File: src/rtl/cpu_run_monitor_pkg.sv
// rtl/cpu_run_monitor_pkg.sv - state encoding and slice helper shared by cpu_run_monitor
package cpu_run_monitor_pkg;

  localparam logic [1:0] IDLE    = 2'd0;
  localparam logic [1:0] RUN     = 2'd1;
  localparam logic [1:0] CAPTURE = 2'd2;
  localparam logic [1:0] DONE    = 2'd3;

  typedef enum logic [1:0] {
    ST_IDLE    = IDLE,
    ST_RUN     = RUN,
    ST_CAPTURE = CAPTURE,
    ST_DONE    = DONE
  } state_t;

  function automatic int unsigned slice_base(input int unsigned idx, input int unsigned width);
    return idx * width;
  endfunction

endpackage

File: src/rtl/cpu_run_monitor_check_lane.sv
// rtl/cpu_run_monitor_check_lane.sv - one register check channel: snapshot and mismatch flag
module check_lane #(
  parameter int DATA_WIDTH = 32
) (
  input  logic                  clk,
  input  logic                  reset_n,
  input  logic                  clear,
  input  logic                  capture,
  input  logic                  enable,
  input  logic [DATA_WIDTH-1:0] data,
  input  logic [DATA_WIDTH-1:0] golden,
  output logic [DATA_WIDTH-1:0] snap,
  output logic                  mismatch
);

  always_ff @(posedge clk or negedge reset_n) begin
    if (!reset_n) begin
      snap     <= '0;
      mismatch <= 1'b0;
    end else if (clear) begin
      snap     <= '0;
      mismatch <= 1'b0;
    end else if (capture) begin
      snap     <= data;
      mismatch <= enable && (data != golden);
    end
  end

endmodule

File: src/rtl/cpu_run_monitor.sv
// rtl/cpu_run_monitor.sv - run controller: cycle/instruction counting, halt and timeout detection, result check
module cpu_run_monitor
  import cpu_run_monitor_pkg::*;
#(
  parameter int DATA_WIDTH  = 32,
  parameter int ADDR_WIDTH  = 32,
  parameter int CYCLE_WIDTH = 17,
  parameter int TIMEOUT     = 4096,
  parameter int HALT_REPEAT = 2,
  parameter int NUM_CHECKS  = 3
) (
  input  logic                             clk,
  input  logic                             reset_n,
  input  logic                             start,
  input  logic                             fetch_valid,
  input  logic [ADDR_WIDTH-1:0]            fetch_pc,
  input  logic [NUM_CHECKS*DATA_WIDTH-1:0] chk_data,
  input  logic [NUM_CHECKS*DATA_WIDTH-1:0] chk_expect,
  input  logic [NUM_CHECKS-1:0]            chk_enable,
  output logic                             busy,
  output logic                             done,
  output logic                             halted,
  output logic                             timed_out,
  output logic                             pass,
  output logic [NUM_CHECKS-1:0]            fail_mask,
  output logic [CYCLE_WIDTH-1:0]           cycle_count,
  output logic [CYCLE_WIDTH-1:0]           instr_count,
  output logic [NUM_CHECKS*DATA_WIDTH-1:0] snap_data
);

  localparam int RW = $clog2(HALT_REPEAT + 1);
  localparam logic [CYCLE_WIDTH-1:0] LAST_CYCLE = CYCLE_WIDTH'(TIMEOUT - 1);
  localparam logic [RW-1:0]          HALT_N     = RW'(HALT_REPEAT);

  state_t                state, state_nx;
  logic [ADDR_WIDTH-1:0] last_pc;
  logic [RW-1:0]         repeat_cnt, repeat_nx;
  logic                  pc_seen;
  logic                  launch, halt_hit, timeout_hit;

  always_comb begin
    state_nx    = state;
    launch      = 1'b0;
    halt_hit    = 1'b0;
    timeout_hit = 1'b0;
    repeat_nx   = (pc_seen && fetch_pc == last_pc) ? repeat_cnt + 1'b1 : RW'(1);
    unique case (state)
      ST_IDLE, ST_DONE: begin
        if (start) begin
          state_nx = ST_RUN;
          launch   = 1'b1;
        end
      end
      ST_RUN: begin
        // halt has priority over a timeout landing on the same edge
        halt_hit    = fetch_valid && (repeat_nx == HALT_N);
        timeout_hit = !halt_hit && (cycle_count == LAST_CYCLE);
        if (halt_hit || timeout_hit) state_nx = ST_CAPTURE;
      end
      ST_CAPTURE: state_nx = ST_DONE;
      default:    state_nx = ST_IDLE;
    endcase
  end

  always_ff @(posedge clk or negedge reset_n) begin
    if (!reset_n) begin
      state       <= ST_IDLE;
      cycle_count <= '0;
      instr_count <= '0;
      last_pc     <= '0;
      repeat_cnt  <= '0;
      pc_seen     <= 1'b0;
      halted      <= 1'b0;
      timed_out   <= 1'b0;
    end else begin
      state <= state_nx;
      if (launch) begin
        cycle_count <= '0;
        instr_count <= '0;
        repeat_cnt  <= '0;
        pc_seen     <= 1'b0;
        halted      <= 1'b0;
        timed_out   <= 1'b0;
      end else if (state == ST_RUN) begin
        if (cycle_count != '1) cycle_count <= cycle_count + 1'b1;
        if (fetch_valid) begin
          if (instr_count != '1) instr_count <= instr_count + 1'b1;
          last_pc    <= fetch_pc;
          repeat_cnt <= repeat_nx;
          pc_seen    <= 1'b1;
        end
        if (halt_hit)    halted    <= 1'b1;
        if (timeout_hit) timed_out <= 1'b1;
      end
    end
  end

  for (genvar i = 0; i < NUM_CHECKS; i++) begin : g_lane
    localparam int unsigned BASE = slice_base(i, DATA_WIDTH);
    check_lane #(.DATA_WIDTH(DATA_WIDTH)) u_lane (
      .clk      (clk),
      .reset_n  (reset_n),
      .clear    (launch),
      .capture  (state == ST_CAPTURE),
      .enable   (chk_enable[i]),
      .data     (chk_data[BASE +: DATA_WIDTH]),
      .golden   (chk_expect[BASE +: DATA_WIDTH]),
      .snap     (snap_data[BASE +: DATA_WIDTH]),
      .mismatch (fail_mask[i])
    );
  end

  assign busy = (state == ST_RUN) || (state == ST_CAPTURE);
  assign done = (state == ST_DONE);
  assign pass = done && halted && !(|fail_mask);

endmodule
File: config.mk
export PLATFORM = sky130hd
export DESIGN_NAME = cpu_run_monitor
export DESIGN_NICKNAME = d
export VERILOG_FILES = /design/src/rtl/cpu_run_monitor_pkg.sv /design/src/rtl/cpu_run_monitor_check_lane.sv /design/src/rtl/cpu_run_monitor.sv
export SDC_FILE = /design/constraint.sdc
export NUM_CORES = 1
export LEC_CHECK = 0
export BUFFER_PORTS_ARGS = -buffer_cell sky130_fd_sc_hd__buf_2
export CAP_MARGIN = 20
export CORE_AREA = 2 2 145 147
export CTS_BUF_LIST = sky130_fd_sc_hd__clkbuf_16
export DETAILED_ROUTE_END_ITERATION = 8
export DIE_AREA = 0 0 147 149
export GPL_TIMING_DRIVEN = 0
export PLACE_DENSITY_LB_ADDON = 0.3
export SYNTH_ARGS = -nofsm -noshare
export SYNTH_HDL_FRONTEND = slang
export SYNTH_HIERARCHICAL = 1
export SYNTH_SLANG_ARGS = --single-unit
File: constraint.sdc
create_clock -name clk -period 3.5 [get_ports clk]
set_input_delay 0.175 -clock clk [delete_from_list [all_inputs] [get_ports clk]]
set_output_delay 0.175 -clock clk [all_outputs]
set_load 0.03 [all_outputs]
==> run summary, run 1 <==
status: finished clean
Seq/Total Area, Yosys: 0.493
Avg Inst Size Synth: 10.9 sq um
routed len/inst: 16.2 um
switching power: 3.44 mW
distinct cell type count after synthesis: 48
via/cell ratio: 4.89
Max VDD drop: 0.000325 V
Netlist Area Pre-Place: 8740 sq um
Finished Cell Area: 11900 sq um
ys async rst share: 1.00
total CTS buffers: 17
DR iter-0 viols: 225
TritonRoute pass-1 iters: 4
Arr. time, crit path: 3.52 ns
Die Y: 149 um
Clk pwr share: 0.232
Antenna Nets Post-Route: 0
I/O pin cnt: 369
Tcrit/Tclk final: 0.920
Initial Utilization: 0.425
Lkg Pwr: 6.03 nW
critical-path cell list: and4_1, and3_1, and4_1, and3_1, ha_1, and3b_1, clkbuf_1, nor2_1, nor3_1, nand4_1, xor2_1, nor2_1
first-pass GRT wire length: 37700 um
gr ovfl total: 0
GPL Wtd Cong: 0.852
H-tree depth: 4
post-synthesis net count: 1039
DRC Markers: 0
Post-Syn Instances: 800
post-cts resize count: 0
largest net degree at the start of global routing: 89
Tmin final: 3.22 ns
layout cell share with drive strength beyond 1: 0.341
final hold viol count: 0
Num Clock Sinks: 172
final setup vio count: 0
synth top area cells: dfrtp_1, xor2_1, mux2i_1
EDFF count, synth: 0
PwrDens: 712 nW/um^2
clock tree from TritonCTS: done
Slowest-stage cell, CP: nor3_1
Clock Latency Late Sink: 0.43 ns
Hold/Removal Path Class: input pin to flip-flop
Max Freq: 311 MHz
initial antenna violation count: 0
IO buf count: 368
type of origin of the critical path: flip-flop
vias post-DR: 7381
worst-path maximum fanout: 8
RSZ-0062 raised after global routing: no
Max Cap Viol: 0
die span in x: 147 um
Post-DP HPWL: 19100 um
Top FF cell, synth: dfrtp_1
setup ws final: 0.280 ns
n_diodes: 0
Comb pwr share: 0.425
total of fill cells in the finished design: 1774
Final Non-Filler Cells: 1509
pre-CTS setup slack: 0.327 ns
row cnt: 53
nets@finish: 1460
required time of the critical path: 3.80 ns
core box area: 20600 sq um
drt total wl: 24400 um
Switching Share: 0.406
dpl cell area: 11000 sq um
Syn. warnings: 6
gr usage total: 0.220
Max-slew headroom: 0.559
Int Pwr: 5.03 mW
sequential share of power: 0.343
Critical Path Sink Type: flip-flop
Largest stage delay, worst path: 0.50 ns
post-placement cell count: 1444
clk_skew: 0.0114 ns
Power Total: 8.47 mW
Slew @ Worst Pin: 0.662 ns
clk slew on worst S/H paths: 0.07 ns
pins over their slew limit: 0
Setup Crit Path Kind: flip-flop to flip-flop
Synth top area share: 0.493
register bit total from synthesis: 172
clk buf depth: 2
Root Buffer: clkbuf_16
cell type with the highest aggregate area in the netlist: dfrtp_1
DIE AREA: 21900 sq um
worst hold slack: 0.0122 ns
Area growth, synth to finish: 36.2%
number of global-route vias before repair: 7261
==> cells in the final DEF, fill, tap and decap left out, types with 2 or more instances in the layout <==
master and instances:
dlygate4sd3_1 33, o31ai_1 3, inv_6 5, ha_1 8, inv_1 11, mux2_1 30
nand3b_1 2, clkinv_4 2, o21a_1 2, nor2_1 138, clkbuf_16 17, a21oi_1 13
nand4_1 17, xor2_1 121, nand2b_1 5, dfrtp_1 172, buf_2 370, and3_1 5
and4_1 3, inv_2 2, nor3_1 5, nand3_1 12, o21ai_0 3, clkinvlp_4 2
clkbuf_1 21, a211oi_1 2, o221ai_1 2, nor2b_1 7, bufinv_16 3, buf_4 9
xnor2_1 28, or3_1 2, nand2_1 29, nor4_1 27, a2111o_1 2, o21ai_1 4
mux2i_1 97
==> power groups by stage <==
| stage | clock network [mW] | registers, mW | logic, mW |
|---|---|---|---|
| finish | 1.97 | 2.91 | 3.60 |
| global route | 2.11 | 2.99 | 3.93 |
| detailed placement | 0 | 2.94 | 3.61 |
| floorplan | 0 | 3.60 | 1.79 |
| CTS | 2.02 | 2.91 | 3.64 |
| global placement | 0 | 2.92 | 3.55 |
==> cells in the mapped netlist, drive strengths merged (6+ instances only) <==
library cell / instances
dfrtp: 172
nor2: 138
xor2: 121
mux2i: 97
mux2: 30
nand2: 29
nor4: 28
xnor2: 28
clkbuf: 21
nand4: 17
nand3: 14
a21oi: 13
buf: 13
inv: 11
ha: 8
nor2b: 7
o21ai: 7
and3: 6
==> final cells by class <==
class / instances / area [sq um] / share of cell area
flip-flops and latches: 172 / 4300 / 0.362
well taps: 275 / 344 / 0.0289
plain buffers: 34 / 173 / 0.0145
multi-input cells: 583 / 4220 / 0.355
clock buffers: 17 / 425 / 0.0357
repair buffers: 402 / 2210 / 0.186
inverters: 11 / 41.3 / 0.00347
clock inverters: 15 / 185 / 0.0156
==> routing by layer <==
metal	GRT usage	vias up	wire length, um
met2	0.372	219	12100
met4	0.0635	0	451
li1	-	3569	-
met5	0	-	0
met3	0.0514	34	1400
met1	0.283	3559	10500
==> cell families (layout without fill, tap and decap cells) <==
family                   Yosys count  after routing  share of synthesized area
multiplexers                     127            127                      0.150
AO/OA/AOI/OAI                     34             34                     0.0263
adder cells (fa/ha/maj)            8              8                     0.0115
flip-flops                       172            172                      0.493
XOR/XNOR                         149            149                      0.149
AND/OR/NAND/NOR                  265            265                      0.146
buffers and inverters             45            479                     0.0245
==> state kept, by name (all words and copies together), names as in the netlist <==
register	count
last_pc	32
g_lane.u_lane/mismatch	3
g_lane.u_lane/snap	96
timed_out	1
state	2
pc_seen	1
cycle_count	17
repeat_cnt	2
halted	1
instr_count	17
==> final timing paths <==
check	startpoint	endpoint	slack, ns	cells past startpoint
worst min-delay path	fetch_pc[2]	last_pc[2]$_DFFE_PN0P_	0.01	2
min in group asynchronous	reset_n	g_lane[2].u_lane/snap[24]$_DFFE_PN0P_	0.30	2
worst min register to register	last_pc[14]$_DFFE_PN0P_	last_pc[14]$_DFFE_PN0P_	0.51	1
max in group asynchronous	reset_n	g_lane[1].u_lane/snap[7]$_DFFE_PN0P_	2.31	3
worst max register to register	instr_count[6]$_DFFE_PN0P_	instr_count[9]$_DFFE_PN0P_	0.28	12
worst max-delay path	instr_count[6]$_DFFE_PN0P_	instr_count[9]$_DFFE_PN0P_	0.28	12
==> per-stage QoR <==
stage | setup TNS (ns) | utilization
global route | 0 | 0.579
global placement | -90.05 | 0.531
floorplan | 0 | -
CTS | 0 | 0.579
finish | 0 | 0.579
detailed placement | 0 | 0.533
==> repair_timing <==
action,4_1_cts,5_1_grt
endpoints found under the setup margin,0,0
endpoints found under the hold margin,116,0
buffers inserted,0,0
hold buffers,33,0
==> critical path: cells and delay by family, from the launching register on <==
family | cells | cell delay [ns]
and+or+nand+nor | 9 | 1.95
DFF | 1 | 0.44
buffers and inverters | 1 | 0.31
xor gates and xnor gates | 1 | 0.18
adders and majority gates | 1 | 0.21
(Power assumes the default switching activity.)
==> inputs of run 2 (changes only) <==
BUFFER_PORTS_ARGS = unset   (was -buffer_cell sky130_fd_sc_hd__buf_2)
CORE_AREA = 2 2 144 146   (was 2 2 145 147)
DIE_AREA = 0 0 146 148   (was 0 0 147 149)
DONT_BUFFER_PORTS = 1   (was unset)
clock period = 2.9 ns   (was 3.5 ns; I/O delays follow)
==> run summary, run 2 (synthesis gave the netlist of run 1 again) <==
Max VDD drop: 0.000389 V (+20%)
worst-path maximum fanout: 8 (unchanged)
TritonRoute pass-1 iters: 4 (unchanged)
clk_skew: 0.0123 ns (+0.000838 ns)
final setup vio count: 0 (unchanged)
Area growth, synth to finish: 26.3%
CTS Hold Buffers Added: 133 (+300%)
Initial Utilization: 0.436 (+0.0110)
worst hold slack: -0.592 ns (-0.604 ns)
IO buf count: 0 (-100%)
clk buf depth: 2 (unchanged)
nets@finish: 1191 (-18%)
Setup Fix Bufs, Post-CTS: 0 (unchanged)
total of fill cells in the finished design: 1713 (-3.4%)
Max Freq: 369 MHz (+19%)
max reg flops: 96 (unchanged)
Max Cap Viol: 0 (unchanged)
commonest non-fill, non-tap cell in the layout: dfrtp_1
Power Total: 9.70 mW (+14%)
die span in x: 146 um (-0.68%)
largest registers: g_lane.u_lane/snap (96), last_pc (32)
RSZ-0062 raised after global routing: no
DR iter-0 viols: 229 (+1.8%)
drt total wl: 25300 um (+3.4%)
post-placement cell count: 1071 (-26%)
row cnt: 52 (-1.9%)
final hold viol count: 172 (+172)
clk slew on worst S/H paths: 0.07 ns (about the same)
pins over their slew limit: 0 (unchanged)
Num Clock Sinks: 172 (unchanged)
failing checks: hold timing
vias post-DR: 6549 (-11%)
largest reg by FF count: g_lane.u_lane/snap
DIE AREA: 21600 sq um (-1.3%)
type of origin of the critical path: flip-flop
Tcrit/Tclk final: 0.934 (+0.0137)
largest net degree at the start of global routing: 173 (+94%)
Post-DP HPWL: 17600 um (-7.9%)
Tmin final: 2.71 ns (-0.512 ns)
Slew @ Worst Pin: 0.676 ns (+0.0144 ns)
commonest non-fill, non-tap cells in the layout: dfrtp_1, nor2_1, dlygate4sd3_1
H-tree depth: 4 (unchanged)
pre-CTS setup slack: -0.253 ns (-0.580 ns)
Arr. time, crit path: 3.01 ns (-0.51 ns)
via/cell ratio: 5.30 (+8.3%)
Antenna Nets Post-Route: 0 (unchanged)
Hold/Removal Path Class: input pin to async pin
clock tree from TritonCTS: done
Setup Crit Path Kind: flip-flop to flip-flop
required time of the critical path: 3.20 ns (-0.60 ns)
gr usage total: 0.228 (+0.00812)
routed len/inst: 20.5 um (+26%)
status: finished, violations left
setup ws final: 0.192 ns (-0.0878 ns)
Lkg Pwr: 4.81 nW (-20%)
number of global-route vias before repair: 6924 (-4.6%)
total CTS buffers: 17 (unchanged)
PwrDens: 879 nW/um^2 (+23%)
Final Non-Filler Cells: 1236 (-18%)
initial antenna violation count: 1 (+1)
first-pass GRT wire length: 38400 um (+1.8%)
layout cell share with drive strength beyond 1: 0.0674 (-0.274)
core box area: 20000 sq um (-2.5%)
Max-slew headroom: 0.545 (-0.0137)
Critical Path Sink Type: flip-flop
gr ovfl total: 0 (unchanged)
I/O pin cnt: 369 (unchanged)
GPL Wtd Cong: 0.789 (-7.4%)
Clock Latency Late Sink: 0.43 ns (about the same)
Die Y: 148 um (-0.67%)
DRC Markers: 0 (unchanged)
fin util: 0.551 (-0.0284)
Root Buffer: clkbuf_16
[run 2: path summary, 6_finish.rpt]
check | to | from | cells after the start | slack [ns]
setup / recovery | instr_count[9]$_DFFE_PN0P_ | instr_count[6]$_DFFE_PN0P_ | 11 | 0.19
hold reg to reg | last_pc[3]$_DFFE_PN0P_ | last_pc[3]$_DFFE_PN0P_ | 1 | 0.50
min in group clk | halted$_DFFE_PN0P_ | start | 2 | 0.04
max in group asynchronous | g_lane[2].u_lane/snap[26]$_DFFE_PN0P_ | reset_n | 0 | 3.01
hold / removal | last_pc[22]$_DFFE_PN0P_ | reset_n | 0 | -0.59
setup reg to reg | instr_count[9]$_DFFE_PN0P_ | instr_count[6]$_DFFE_PN0P_ | 11 | 0.19
[run 2: critical path, stage by stage (launching register included)]
cell	delay, ns
dfrtp_2	0.50
and4_1	0.26
and3_1	0.22
and4_1	0.22
and3_1	0.16
ha_1	0.21
and3b_2	0.34
nor2_1	0.11
nor3_4	0.21
nand4_1	0.14
xor2_1	0.16
nor2_1	0.05
[run 2: repair_timing]
action | in CTS | in global routing
endpoints found under the hold margin | 306 | 172
endpoints found under the setup margin | 9 | 10
pin swaps | 1 | 0
gates cloned | 0 | 0
resized for setup | 3 | 11
[run 2: cell type report]
cell class	count	area, sq um	share of cell area
flip-flops and latches	172	4310	0.391
multi-input cells	583	4240	0.384
repair buffers	134	1340	0.121
clock buffers	17	425	0.0386
well taps	270	338	0.0306
plain buffers	33	171	0.0155
clock inverters	15	164	0.0149
inverters	11	41.3	0.00374
diodes	1	2.50	0.000227
[run 2: power breakdown]
group	internal, mW	leakage (nW)	total [mW]	switching (mW)
Sequential	3.09	2.25	4.53	1.44
Combinational	1.29	2.28	2.86	1.57
Clock	1.29	0.286	2.31	1.02
[run 2: through the flow]
step	area [sq um]	hold WS, ns	TNS [ns]
5_1_grt	11000	-0.627	0
4_1_cts	11000	-0.614	0
6_report	11000	-0.592	0
2_1_floorplan	8740	-0.151	0
3_3_place_gp	9080	-0.147	-1.14
3_5_place_dp	9090	-0.147	-1.19
[run 2: per-layer routing]
layer / GRT usage / up-vias / share of wire
met3: 0.0688 / 43 / 0.075
met5: 0 / - / 0
met4: 0.0854 / 0 / 0.023
met1: 0.273 / 3218 / 0.40
li1: - / 3021 / -
met2: 0.389 / 267 / 0.50
==> inputs of run 3 (changes only) <==
CTS_BUF_LIST = unset   (was sky130_fd_sc_hd__clkbuf_16)
==> run summary, run 3 (synthesis gave the netlist of run 1 again) <==
status: finished, violations left
failing checks: hold timing
type of origin of the critical path: flip-flop
Max Cap Viol: 0 (unchanged)
IO buf count: 0 (unchanged)
Area growth, synth to finish: 26.5%
Hold/Removal Path Class: input pin to async pin
largest reg by FF count: g_lane.u_lane/snap
fin util: 0.552 (+0.000999)
worst-path maximum fanout: 8 (unchanged)
clk_skew: 0.0101 ns (-0.00214 ns)
Max Freq: 369 MHz (about the same)
Top delay family on crit path: simple AND/OR/NAND/NOR gates
TritonRoute pass-1 iters: 4 (unchanged)
routed len/inst: 20.4 um (-0.45%)
Slew @ Worst Pin: 0.601 ns (-0.0753 ns)
largest net degree at the start of global routing: 173 (unchanged)
DR iter-0 viols: 256 (+12%)
GPL Wtd Cong: 0.789 (unchanged)
RR Startpoint: instr_count[6]$_DFFE_PN0P_
Setup Total Neg Slack: 0 ns (unchanged)
Tmin final: 2.71 ns (+0.00138 ns)
row cnt: 52 (unchanged)
gr ovfl total: 0 (unchanged)
Largest stage delay, worst path: 0.50 ns (about the same)
area of the multi-input gates: 4240 sq um (unchanged)
critical-path cell list: and4_1, and3_1, and4_1, and3_1, ha_1, and3b_2, nor2_1, nor3_4, nand4_1, xor2_1, nor2_1
Initial Utilization: 0.436 (unchanged)
clock tree from TritonCTS: done
initial antenna violation count: 1 (unchanged)
via/cell ratio: 5.26 (-0.78%)
critical path depth in cells: 11 (unchanged)
clk buf depth: 2 (unchanged)
max reg flops: 96 (unchanged)
total of fill cells in the finished design: 1715 (+0.12%)
largest registers: g_lane.u_lane/snap (96), last_pc (32)
worst hold slack: -0.593 ns (-0.000872 ns)
H-tree depth: 4 (unchanged)
total CTS buffers: 17 (unchanged)
first-pass GRT wire length: 38400 um (-0.18%)
Tcrit/Tclk final: 0.934 (about the same)
Setup Fix Bufs, Post-CTS: 0 (unchanged)
Die Y: 148 um (unchanged)
post-placement cell count: 1071 (unchanged)
nets@finish: 1191 (unchanged)
reg2reg end: instr_count[9]$_DFFE_PN0P_
Clock Latency Late Sink: 0.43 ns (about the same)
Final Non-Filler Cells: 1236 (unchanged)
RSZ-0062 raised after global routing: no
commonest non-fill, non-tap cell in the layout: dfrtp_1
Num Clock Sinks: 172 (unchanged)
Antenna Nets Post-Route: 0 (unchanged)
commonest non-fill, non-tap cells in the layout: dfrtp_1, nor2_1, dlygate4sd3_1
Max VDD drop: 0.000391 V (+0.40%)
Slowest-stage cell, CP: dfrtp_2
Worst Reg-to-Reg Cells: 11 (unchanged)
Worst Setup SP: instr_count[6]$_DFFE_PN0P_
Arr. time, crit path: 3.01 ns (about the same)
number of global-route vias before repair: 6922 (-0.029%)
Critical Path Sink Type: flip-flop
final hold viol count: 172 (unchanged)
clk slew on worst S/H paths: 0.07 ns (about the same)
required time of the critical path: 3.20 ns (about the same)
pins over their slew limit: 0 (unchanged)
I/O pin cnt: 369 (unchanged)
Setup Crit Path Kind: flip-flop to flip-flop
gr usage total: 0.228 (-0.000236)
CTS Hold Buffers Added: 133 (unchanged)
R2R Setup Slk: 0.19 ns (about the same)
die span in x: 146 um (unchanged)
Root Buffer: clkbuf_16
Buf/Inv on CP: 0 (unchanged)
vias post-DR: 6498 (-0.78%)
DIE AREA: 21600 sq um (unchanged)
Lkg Pwr: 4.81 nW (+0.15%)
PwrDens: 882 nW/um^2 (+0.35%)
Post-DP HPWL: 17600 um (unchanged)
core box area: 20000 sq um (unchanged)
layout cell share with drive strength beyond 1: 0.0694 (+0.00207)
DRC Markers: 0 (unchanged)
drt total wl: 25200 um (-0.45%)
Max-slew headroom: 0.596 (+0.0507)
final setup vio count: 0 (unchanged)
FF+latch area: 4310 sq um (unchanged)
-- run 3: worst reg2reg max path, cell delays in order, from the launching register on --
cell and delay (ns):
dfrtp_2 0.50, and4_1 0.26, and3_1 0.22, and4_1 0.22, and3_1 0.16, ha_1 0.21
and3b_2 0.34, nor2_1 0.11, nor3_4 0.21, nand4_1 0.15, xor2_1 0.16, nor2_1 0.05
-- run 3: final cells by class --
| cell class | count | share of cell area |
|---|---|---|
| Tap cell | 270 | 0.0306 |
| Multi-Input combinational cell | 583 | 0.384 |
| Inverter | 11 | 0.00374 |
| Clock buffer | 20 | 0.0413 |
| Antenna cell | 1 | 0.000226 |
| Buffer | 33 | 0.0155 |
| Timing Repair Buffer | 134 | 0.121 |
| Clock inverter | 12 | 0.0138 |
| Sequential cell | 172 | 0.390 |
-- run 3: how the worst max path moves through the flow --
stage               slack, ns                    endpoint
floorplan                0.09  instr_count[9]$_DFFE_PN0P_
global placement        -0.26  instr_count[9]$_DFFE_PN0P_
detailed placement      -0.25  instr_count[9]$_DFFE_PN0P_
CTS                      0.02  instr_count[9]$_DFFE_PN0P_
global route             0.02  instr_count[9]$_DFFE_PN0P_
finish                   0.19  instr_count[9]$_DFFE_PN0P_
-- run 3: stage by stage --
stage	power, mW	area [sq um]	hold slack, ns	setup slack (ns)
floorplan	6.51	8740	-0.151	0.0861
global placement	7.17	9080	-0.147	-0.256
detailed placement	7.26	9090	-0.147	-0.253
CTS	9.81	11000	-0.614	0.0178
global route	10.3	11100	-0.627	0.0186
finish	9.75	11100	-0.593	0.191
-- run 3: power breakdown --
part           switching, mW  total (mW)  internal (mW)  leakage [nW]
clock                   1.01        2.36           1.34         0.293
sequential              1.44        4.53           3.09          2.25
combinational           1.58        2.86           1.29          2.28
total                   4.03        9.75           5.72          4.81
-- run 3: routing by layer --
metal / track usage / share of wire
met5: 0 / 0
met4: 0.0869 / 0.025
met3: 0.0694 / 0.075
met2: 0.386 / 0.50
met1: 0.273 / 0.40
-- run 3: timing repair --
item                       in CTS  in global routing
hold endpoints to repair      306                172
gates resized for setup         3                 11
setup endpoints to repair       9                 10
pin swaps                       1                  0
